### src/rtl/kamikaze_prefetch_if.sv
// Fetch-unit bus bundle: pipelined instruction-memory port plus the
// valid/ready instruction port towards decode.
interface kamikaze_prefetch_if;
  logic        im_req_o;
  logic [31:0] im_addr_o;
  logic        im_gnt_i;
  logic        im_rvalid_i;
  logic [31:0] im_data_i;
  logic [31:0] instr_o;
  logic        instr_valid_o;
  logic        instr_ready_i;
  logic        is_compressed_instr_o;
  logic [31:0] pc_o;

  modport master (
    output im_req_o, im_addr_o, instr_o, instr_valid_o, is_compressed_instr_o, pc_o,
    input  im_gnt_i, im_rvalid_i, im_data_i, instr_ready_i
  );

  modport slave (
    input  im_req_o, im_addr_o, instr_o, instr_valid_o, is_compressed_instr_o, pc_o,
    output im_gnt_i, im_rvalid_i, im_data_i, instr_ready_i
  );
endinterface

### src/rtl/kamikaze_prefetch.sv
// RV32/RV32C prefetch unit: credit-limited pipelined fetch into a halfword
// FIFO, with 16/32-bit realignment and redirect flush.
module kamikaze_prefetch #(
  parameter logic [31:0] RESET_PC   = 32'h0,
  parameter int          FIFO_DEPTH = 4,
  parameter bit          ENABLE_RVC = 1'b1
) (
  input  logic                clk_i,
  input  logic                rst_i,
  input  logic                redirect_i,
  input  logic [31:0]         redirect_pc_i,
  kamikaze_prefetch_if.master bus
);
  localparam int HW = 2 * FIFO_DEPTH;
  localparam int PW = $clog2(HW);
  localparam int CW = PW + 1;
  localparam int OW = $clog2(FIFO_DEPTH + 1);
  // Discards accumulate across back-to-back redirects, so leave headroom.
  localparam int DW = OW + 4;
  localparam logic [31:0] PC_MASK = ENABLE_RVC ? 32'hFFFF_FFFE : 32'hFFFF_FFFC;

  logic [15:0]   r_fifo [HW];
  logic [PW-1:0] r_rd_ptr;
  logic [PW-1:0] r_wr_ptr;
  logic [CW-1:0] r_count;
  logic [OW-1:0] r_outstanding;
  logic [DW-1:0] r_discard;
  logic          r_drop_low;
  logic [31:0]   r_pc;
  logic [31:0]   r_addr;

  logic [15:0]   w_h0;
  logic [15:0]   w_h1;
  logic          w_is_c;
  logic          w_valid;
  logic          w_fire;
  logic [1:0]    w_pop_n;
  logic [1:0]    w_push_n;
  logic [CW-1:0] w_free_words;
  logic          w_req;
  logic          w_grant;
  logic          w_resp_live;
  logic          w_resp_drop;
  logic          w_push;
  logic [OW-1:0] w_out_after;
  logic [DW-1:0] w_disc_after;

  always_comb begin
    w_h0         = r_fifo[r_rd_ptr];
    w_h1         = r_fifo[r_rd_ptr + PW'(1)];
    w_is_c       = ENABLE_RVC && (w_h0[1:0] != 2'b11);
    w_valid      = w_is_c ? (r_count >= CW'(1)) : (r_count >= CW'(2));
    w_pop_n      = w_is_c ? 2'd1 : 2'd2;
    w_fire       = w_valid && bus.instr_ready_i && !redirect_i;
    // Credit: whole free words not already promised to in-flight requests.
    w_free_words = (CW'(HW) - r_count) >> 1;
    w_req        = (w_free_words > CW'(r_outstanding)) && !redirect_i && !rst_i;
    w_grant      = w_req && bus.im_gnt_i;
    w_resp_drop  = bus.im_rvalid_i && (r_discard != '0);
    // A response with nothing outstanding belongs to a pre-reset grant.
    w_resp_live  = bus.im_rvalid_i && (r_discard == '0) && (r_outstanding != '0);
    w_push       = w_resp_live && !redirect_i;
    w_push_n     = r_drop_low ? 2'd1 : 2'd2;
    w_out_after  = r_outstanding + OW'(w_grant) - OW'(w_resp_live);
    w_disc_after = r_discard - DW'(w_resp_drop);
  end

  assign bus.im_req_o              = w_req;
  assign bus.im_addr_o             = r_addr;
  assign bus.instr_o               = w_is_c ? {16'h0000, w_h0} : {w_h1, w_h0};
  assign bus.instr_valid_o         = w_valid;
  assign bus.is_compressed_instr_o = w_is_c;
  assign bus.pc_o                  = r_pc;

  always_ff @(posedge clk_i) begin
    if (rst_i) begin
      r_rd_ptr      <= '0;
      r_wr_ptr      <= '0;
      r_count       <= '0;
      r_outstanding <= '0;
      r_discard     <= '0;
      r_drop_low    <= 1'b0;
      r_pc          <= RESET_PC & PC_MASK;
      r_addr        <= RESET_PC & 32'hFFFF_FFFC;
    end else if (redirect_i) begin
      r_rd_ptr      <= '0;
      r_wr_ptr      <= '0;
      r_count       <= '0;
      r_outstanding <= '0;
      r_discard     <= w_disc_after + DW'(w_out_after);
      r_drop_low    <= ENABLE_RVC && redirect_pc_i[1];
      r_pc          <= redirect_pc_i & PC_MASK;
      r_addr        <= redirect_pc_i & 32'hFFFF_FFFC;
    end else begin
      r_outstanding <= w_out_after;
      r_discard     <= w_disc_after;
      r_count       <= r_count + (w_push ? CW'(w_push_n) : CW'(0))
                               - (w_fire ? CW'(w_pop_n) : CW'(0));
      if (w_grant) begin
        r_addr <= r_addr + 32'd4;
      end
      if (w_push) begin
        r_wr_ptr   <= r_wr_ptr + PW'(w_push_n);
        r_drop_low <= 1'b0;
      end
      if (w_fire) begin
        r_rd_ptr <= r_rd_ptr + PW'(w_pop_n);
        r_pc     <= r_pc + (w_is_c ? 32'd2 : 32'd4);
      end
    end
  end

  always_ff @(posedge clk_i) begin
    if (w_push) begin
      r_fifo[r_wr_ptr] <= r_drop_low ? bus.im_data_i[31:16] : bus.im_data_i[15:0];
      if (!r_drop_low) begin
        r_fifo[r_wr_ptr + PW'(1)] <= bus.im_data_i[31:16];
      end
    end
  end
endmodule

### src/flat_wrapper.sv
// flat-port wrapper written by rule: the top's interface ports become plain ports
module kamikaze_prefetch_flat 
#(
  parameter logic [31:0] RESET_PC   = 32'h0,
  parameter int          FIFO_DEPTH = 4,
  parameter bit          ENABLE_RVC = 1'b1
)
  (clk_i, rst_i, redirect_i, redirect_pc_i, bus_im_req_o, bus_im_addr_o, bus_instr_o, bus_instr_valid_o, bus_is_compressed_instr_o, bus_pc_o, bus_im_gnt_i, bus_im_rvalid_i, bus_im_data_i, bus_instr_ready_i);
  kamikaze_prefetch_if bus_i ();
  input  logic clk_i;
  input  logic rst_i;
  input  logic redirect_i;
  input  logic [31:0] redirect_pc_i;
  output wire logic [$bits(bus_i.im_req_o)-1:0] bus_im_req_o;
  output wire logic [$bits(bus_i.im_addr_o)-1:0] bus_im_addr_o;
  output wire logic [$bits(bus_i.instr_o)-1:0] bus_instr_o;
  output wire logic [$bits(bus_i.instr_valid_o)-1:0] bus_instr_valid_o;
  output wire logic [$bits(bus_i.is_compressed_instr_o)-1:0] bus_is_compressed_instr_o;
  output wire logic [$bits(bus_i.pc_o)-1:0] bus_pc_o;
  input wire logic [$bits(bus_i.im_gnt_i)-1:0] bus_im_gnt_i;
  input wire logic [$bits(bus_i.im_rvalid_i)-1:0] bus_im_rvalid_i;
  input wire logic [$bits(bus_i.im_data_i)-1:0] bus_im_data_i;
  input wire logic [$bits(bus_i.instr_ready_i)-1:0] bus_instr_ready_i;
  assign bus_im_req_o = bus_i.im_req_o;
  assign bus_im_addr_o = bus_i.im_addr_o;
  assign bus_instr_o = bus_i.instr_o;
  assign bus_instr_valid_o = bus_i.instr_valid_o;
  assign bus_is_compressed_instr_o = bus_i.is_compressed_instr_o;
  assign bus_pc_o = bus_i.pc_o;
  assign bus_i.im_gnt_i = bus_im_gnt_i;
  assign bus_i.im_rvalid_i = bus_im_rvalid_i;
  assign bus_i.im_data_i = bus_im_data_i;
  assign bus_i.instr_ready_i = bus_instr_ready_i;
  kamikaze_prefetch #(.RESET_PC(RESET_PC), .FIFO_DEPTH(FIFO_DEPTH), .ENABLE_RVC(ENABLE_RVC)) u_core (.clk_i(clk_i), .rst_i(rst_i), .redirect_i(redirect_i), .redirect_pc_i(redirect_pc_i), .bus(bus_i));
endmodule
### config.mk
export PLATFORM = sky130hd
export DESIGN_NAME = kamikaze_prefetch_flat
export DESIGN_NICKNAME = d
export VERILOG_FILES = /design/src/rtl/kamikaze_prefetch_if.sv /design/src/rtl/kamikaze_prefetch.sv /design/src/flat_wrapper.sv
export SDC_FILE = /design/constraint.sdc
export NUM_CORES = 1
export LEC_CHECK = 0
export CAP_MARGIN = 20
export CORE_MARGIN = 4
export CORE_UTILIZATION = 40
export CTS_CLUSTER_SIZE = 12
export DETAILED_ROUTE_END_ITERATION = 10
export GPL_ROUTABILITY_DRIVEN = 0
export GPL_TIMING_DRIVEN = 0
export SLEW_MARGIN = 0
export SYNTH_ARGS = -nofsm -noshare
export SYNTH_HDL_FRONTEND = slang
export SYNTH_SLANG_ARGS = --single-unit
### constraint.sdc
create_clock -name clk_i -period 9.4 [get_ports clk_i]
set_input_delay 1.88 -clock clk_i [delete_from_list [all_inputs] [get_ports clk_i]]
set_output_delay 1.88 -clock clk_i [all_outputs]
set_load 0.01 [all_outputs]
## Word-level counts from Yosys, hierarchy flattened

Memory sizes are Yosys's and may differ from the RTL's. A register that Yosys moved wholly into a read port is not among the register bits.
Cells that the tools add are included.

| cells by class | value |
|---|---|
| $add $sub $neg | 13 |
| $mul | 0 |
| divide/modulo/power cells | 0 |
| order comparisons | 3 |
| equal/unequal tests | 1 |
| shift-type cells | 0 |
| mux-type cells | 22 |
| bitwise operators | 0 |
| reduce and logical (&&, ||, !) cells | 18 |

Operator list:

| cell | count |
|---|---|
| 32-bit two-way mux | 5 |
| 32-bit by 3-bit adder with 32-bit output, second input constant | 1 |
| 32-bit adder | 1 |
| 16-bit two-way mux | 1 |
| 1-bit logical AND | 9 |
| 3-bit two-way mux | 3 |
| 1-bit two-way mux | 8 |
| 2-bit two-way mux | 4 |
| 7-bit by 3-bit adder with 7-bit output | 1 |
| 7-bit zero test | 1 |
| 7-bit two-way mux | 1 |
| 7-bit nonzero test | 1 |
| 7-bit by 1-bit subtractor with 7-bit output | 1 |
| 3-bit by 1-bit adder with 3-bit output, second input constant | 2 |
| 3-bit by 2-bit adder with 3-bit output | 2 |
| 2-bit nonzero test | 3 |
| 4-bit adder | 1 |
| 4-bit by 1-bit greater-or-equal comparator with 1-bit output, second input constant | 1 |
| 4-bit by 2-bit greater-or-equal comparator with 1-bit output, second input constant | 1 |
| 4-bit subtractor | 1 |
| 4-bit subtractor, first input constant | 1 |
| 3-bit by 1-bit adder with 3-bit output | 1 |
| 3-bit > comparator | 1 |
| 3-bit nonzero test | 1 |
| other kinds (4) | 5 |

| storage, ports and cells | value |
|---|---|
| register bits | 85 |
| latch bits | 0 |
| RAM bits | 128 |
| memory bits (read-only) | 0 |
| input port bits | 70 |
| output and inout port bits | 99 |
| word-level logic and storage cells | 68 |
| memories | 1 |

Memory list:

| name | depth | width | read ports | clocked after Yosys merged registers in | write ports | line | source |
|---|---|---|---|---|---|---|---|
| u_core.r_fifo | 8 | 16 | 2 | 1 | 2 | kamikaze_prefetch.sv:22 | `logic [15:0] r_fifo [HW];` |

## Longest topological paths before layout

| depth | value |
|---|---|
| word-level depth | 9 |
| mapped depth | 20 |
| mapped depth without buffers | 19 |

## Worst setup path after synthesis

Ideal clock, no wire load.

| timing | value |
|---|---|
| kind | input-to-reg |
| start point | input port redirect_i |
| end point | register u_core.r_discard[6] |
| setup time | 0.128 ns |
| arrival time | 4.919 ns |
| setup slack | 4.353 ns |
| stages | 17 |
| buffers on the path | 2 |
| cells stage by stage | clkbuf_1 > nor2_1 > nand3_1 > a21o_1 > inv_1 > buf_1 > ha_1 > inv_1 > fa_1 > xnor2_1 > xnor2_1 > ha_1 > a21oi_1 > nor3_1 > nor3b_1 > xor2_1 > nor2_1 |

| on the way | value |
|---|---|
| word-level cells in the longest chain between the ends | 8 |

Ends and longest elaborated chain:

| what | line | source |
|---|---|---|
| start: declaration | flat_wrapper.sv:12 | `input logic redirect_i;` |
| 1-bit zero test | kamikaze_prefetch.sv:57 | `w_req = (w_free_words > CW'(r_outstanding)) && !redirect_i && !rst_i;` |
| 1-bit logical AND (2 in a row) | kamikaze_prefetch.sv:57 |  |
| 1-bit logical AND | kamikaze_prefetch.sv:58 | `w_grant = w_req && bus.im_gnt_i;` |
| 3-bit by 1-bit adder with 3-bit output | kamikaze_prefetch.sv:64 | `w_out_after = r_outstanding + OW'(w_grant) - OW'(w_resp_live);` |
| 3-bit by 1-bit subtractor with 3-bit output | kamikaze_prefetch.sv:64 |  |
| net u_core.w_out_after[2] | kamikaze_prefetch.sv:45 | `logic [OW-1:0] w_out_after;` |
| 7-bit by 3-bit adder with 7-bit output | kamikaze_prefetch.sv:90 | `r_discard <= w_disc_after + DW'(w_out_after);` |
| 7-bit two-way mux | kamikaze_prefetch.sv:85 | `end else if (redirect_i) begin` |
| end signal: assignment | kamikaze_prefetch.sv:90 |  |
| end signal: assignment | kamikaze_prefetch.sv:96 | `r_discard <= w_disc_after;` |
| end: declaration | kamikaze_prefetch.sv:27 | `logic [DW-1:0] r_discard;` |

The timed path passes the listed nets, and every way through them passes these cells.
A chain may end at the register's enable or synchronous reset.

==> results.py <==
metrics = {
    "logic_synthesis": {
        "yosys.area.top_type": "edfxtp_1",
        "synthesis.area_um2": 12600,
        "ys_seq_area_share_pct": 43.9,
        "synthTopCellsByArea": "edfxtp_1, dfxtp_1, mux4_2, a21oi_1, nor2_1",
        "syn_area_per_cell_um2": 10.1,
        "synth_cells": 1249,
        "synth-seq-cells": 213,
        "async_flop_share_pct": 0,
        "synth_top_flop_cell": "edfxtp_1",
        "synth_common_cells": "a21oi_1, nor2_1, edfxtp_1",
        "synth_top_area_share_pct": 30.5,
        "synth_edf_count": 128,
        "synth.distinct_cells": 64,
        "synthMostInstantiatedCell": "a21oi_1",
        "ys_warn_count": 0,
    },
    "sta": {
        "hold_viol": 0,
        "period_share_pct": 64.8,
        "clock.fmax_mhz": 164,
        "finalMaxSlewViolations": 0,
        "fin_skew_ps": 18.9,
        "fin_setup_tns_ps": 0,
        "setup_ws_ps": 3310,
        "finalSetupViolCount": 0,
        "rsz0062_at_grt": "no",
        "maxSlewHeadroom_pct": 26.8,
        "fin_crit_ps": 6090,
        "tightest_slew_ps": 1090,
    },
    "pwr": {
        "switching_share_pct": 26.1,
        "power_per_cell_area_nw_per_um2": 156,
        "p_comb_share_pct": 16.0,
        "internal_power_mw": 1.81,
        "p_clk_share_pct": 40.6,
        "power_mw": 2.45,
        "ir_worst_vdd_uv": 114,
        "pwr-share-seq_pct": 43.4,
        "power.net_switching_mw": 0.639,
        "leakage_nw": 5.36,
    },
    "clocking": {
        "numCtsBuffers": 26,
        "cts-htree-levels": 1,
        "cts_num_sinks": 213,
        "ctsHoldBuffers": 0,
        "root_buffer": "clkbuf_16",
        "cts_buffer_depth": 3,
        "clock_latency_ps": 530,
        "path_clk_slew_ps": 60,
        "postCtsSetupBuffers": 0,
        "cts_tree": "yes",
        "cts_resized": 0,
    },
    "cells_and_area": {
        "fill_cells": 2810,
        "instances_no_fill": 1851,
        "layout-drive-gt1-share_pct": 12.5,
        "register_area_um2": 5550,
        "n_antenna_cell": 0,
        "nets": 1541,
        "syn2layout_area_growth_pct": 24.5,
        "multi_input_area_um2": 6470,
    },
    "worst_setup_path": {
        "crit_required_ps": 7520,
        "arrival_ps": 4210,
        "path_max_fanout": 14,
        "crit_chain": "clkbuf_2 > mux4_2 > mux2i_2 > inv_1 > nand2_2 > clkbuf_1 > buf_1 > clkdlybuf4s50_1",
        "crit_type": "reg2out",
        "cpMaxStageDelayCell": "buf_1",
        "path_delay_family": "buffers and inverters",
        "cp_slowest_stage_delay_ps": 820,
        "crit_buf_inv": 5,
        "start_kind": "flip-flop",
        "worst_setup_path_end_kind": "output port",
    },
    "floorplan": {
        "die_w_um": 186,
        "core-area_um2": 30800,
        "design.die.area_um2": 34500,
        "ios": 169,
        "die_y_um": 186,
        "rows": 64,
        "start_util_pct": 40.9,
    },
    "placement": {
        "place_inst": 1804,
        "hpwlAfterDp_um": 30500,
        "dp_slack_ps": 2900,
        "port_buffers": 147,
    },
    "global_route": {
        "grt_usage_pct": 23.6,
        "grt_remaining_overflow": 0,
        "first_global_vias": 10372,
        "grt_pass1_wl_um": 61900,
        "grt_antenna_before_repair": 0,
        "grt_max_degree": 15,
    },
    "outcome": {
        "status": "completed",
    },
    "drt": {
        "first_iter_violations": 1091,
        "num_vias": 10679,
        "first_pass_iters": 7,
        "avgRoutedWirePerCell_um": 22.7,
        "ant_nets": 0,
        "drc": 0,
        "wl_um": 42000,
        "via_per_inst": 5.77,
    },
    "hold_path": {
        "hold_class": "reg2reg",
    },
    "flow_run": {
        "cap_violations": 0,
    },
}
## sequential cells by signal, summed over array words and instances (netlist names), named ones only
register and flops:
u_core.r_fifo 128, u_core.r_wr_ptr 3, u_core.r_outstanding 3, u_core.bus.pc_o 31, u_core.bus.im_addr_o 30, u_core.r_count 4
u_core.r_drop_low 1, u_core.r_discard 7, u_core.r_rd_ptr 3
## final timing paths
kind | start | to | slack [ps] | cells after the start
setup / recovery | flip-flop | bus_is_compressed_instr_o | 3310 | 8
hold / removal | u_core.bus.im_addr_o[25] | u_core.bus.im_addr_o[25] | 540 | 2
setup reg to reg | flip-flop | u_core.bus.pc_o[25] | 3810 | 16
hold reg to reg | u_core.bus.im_addr_o[25] | u_core.bus.im_addr_o[25] | 540 | 2
## per-layer routing
| layer | global-route usage, % | part of all wire [%] |
|---|---|---|
| met5 | 0 | 0 |
| met4 | 6.41 | 2.3 |
| met3 | 4.57 | 10 |
| met2 | 39.0 | 47 |
| met1 | 32.0 | 41 |
## power groups by stage
stage,logic (mW),clock network (mW),registers [mW]
6_report,0.391,0.994,1.06
5_1_grt,0.434,1.04,1.07
4_1_cts,0.392,1.01,1.06
3_5_place_dp,0.389,0,1.08
3_3_place_gp,0.383,0,1.08
2_1_floorplan,0.243,0,1.08
## layout by cell type (no fill, tap or decap), types with 26 or more instances in the layout
master	instances
a21boi_0	29
a21oi_1	187
buf_1	29
clkbuf_1	49
clkbuf_16	28
clkdlybuf4s50_1	147
dfxtp_1	85
edfxtp_1	128
ha_1	26
inv_1	65
mux4_2	64
nand2_1	79
nand3_1	32
nor2_1	170
xnor2_1	42
## kinds of logic (layout without fill, tap and decap cells)
group | count (synthesis) | after routing | synth area share [%]
AND/OR/NAND/NOR | 376 | 376 | 13.7
other | 1 | 3 | 0.0297
adder cells (fa/ha/maj) | 33 | 33 | 3.69
AO/OA/AOI/OAI | 302 | 302 | 14.5
multiplexers | 101 | 101 | 14.6
buffers and inverters | 161 | 365 | 5.21
flip-flops | 213 | 213 | 43.9
XOR/XNOR | 62 | 62 | 4.30
## final cells by class
| type | instances | area share, % |
|---|---|---|
| inverters | 66 | 1.58 |
| repair buffers | 159 | 10.8 |
| well taps | 396 | 3.15 |
| plain buffers | 95 | 2.60 |
| clock buffers | 39 | 4.98 |
| multi-input cells | 877 | 41.2 |
| flip-flops and latches | 213 | 35.3 |
| clock inverters | 6 | 0.366 |
## worst reg2reg max path, delay by kind of cell (launching register included)
kind | cells | cell delay [ps]
compound gates | 1 | 270
fa+ha+maj | 2 | 740
buf+inv | 6 | 2210
flops | 1 | 310
mux | 3 | 950
simple gates | 4 | 1010
## per-stage QoR
stage / hold WS, ps / instance area, um^2 / utilization (%)
CTS: 538 / 15700 / 50.9
global placement: 514 / 14600 / 47.3
detailed placement: 526 / 14800 / 48.2
floorplan: 493 / 12600 / -
finish: 539 / 15700 / 51.0
global route: 571 / 15700 / 51.0
Power figures use the tool's default switching activity.
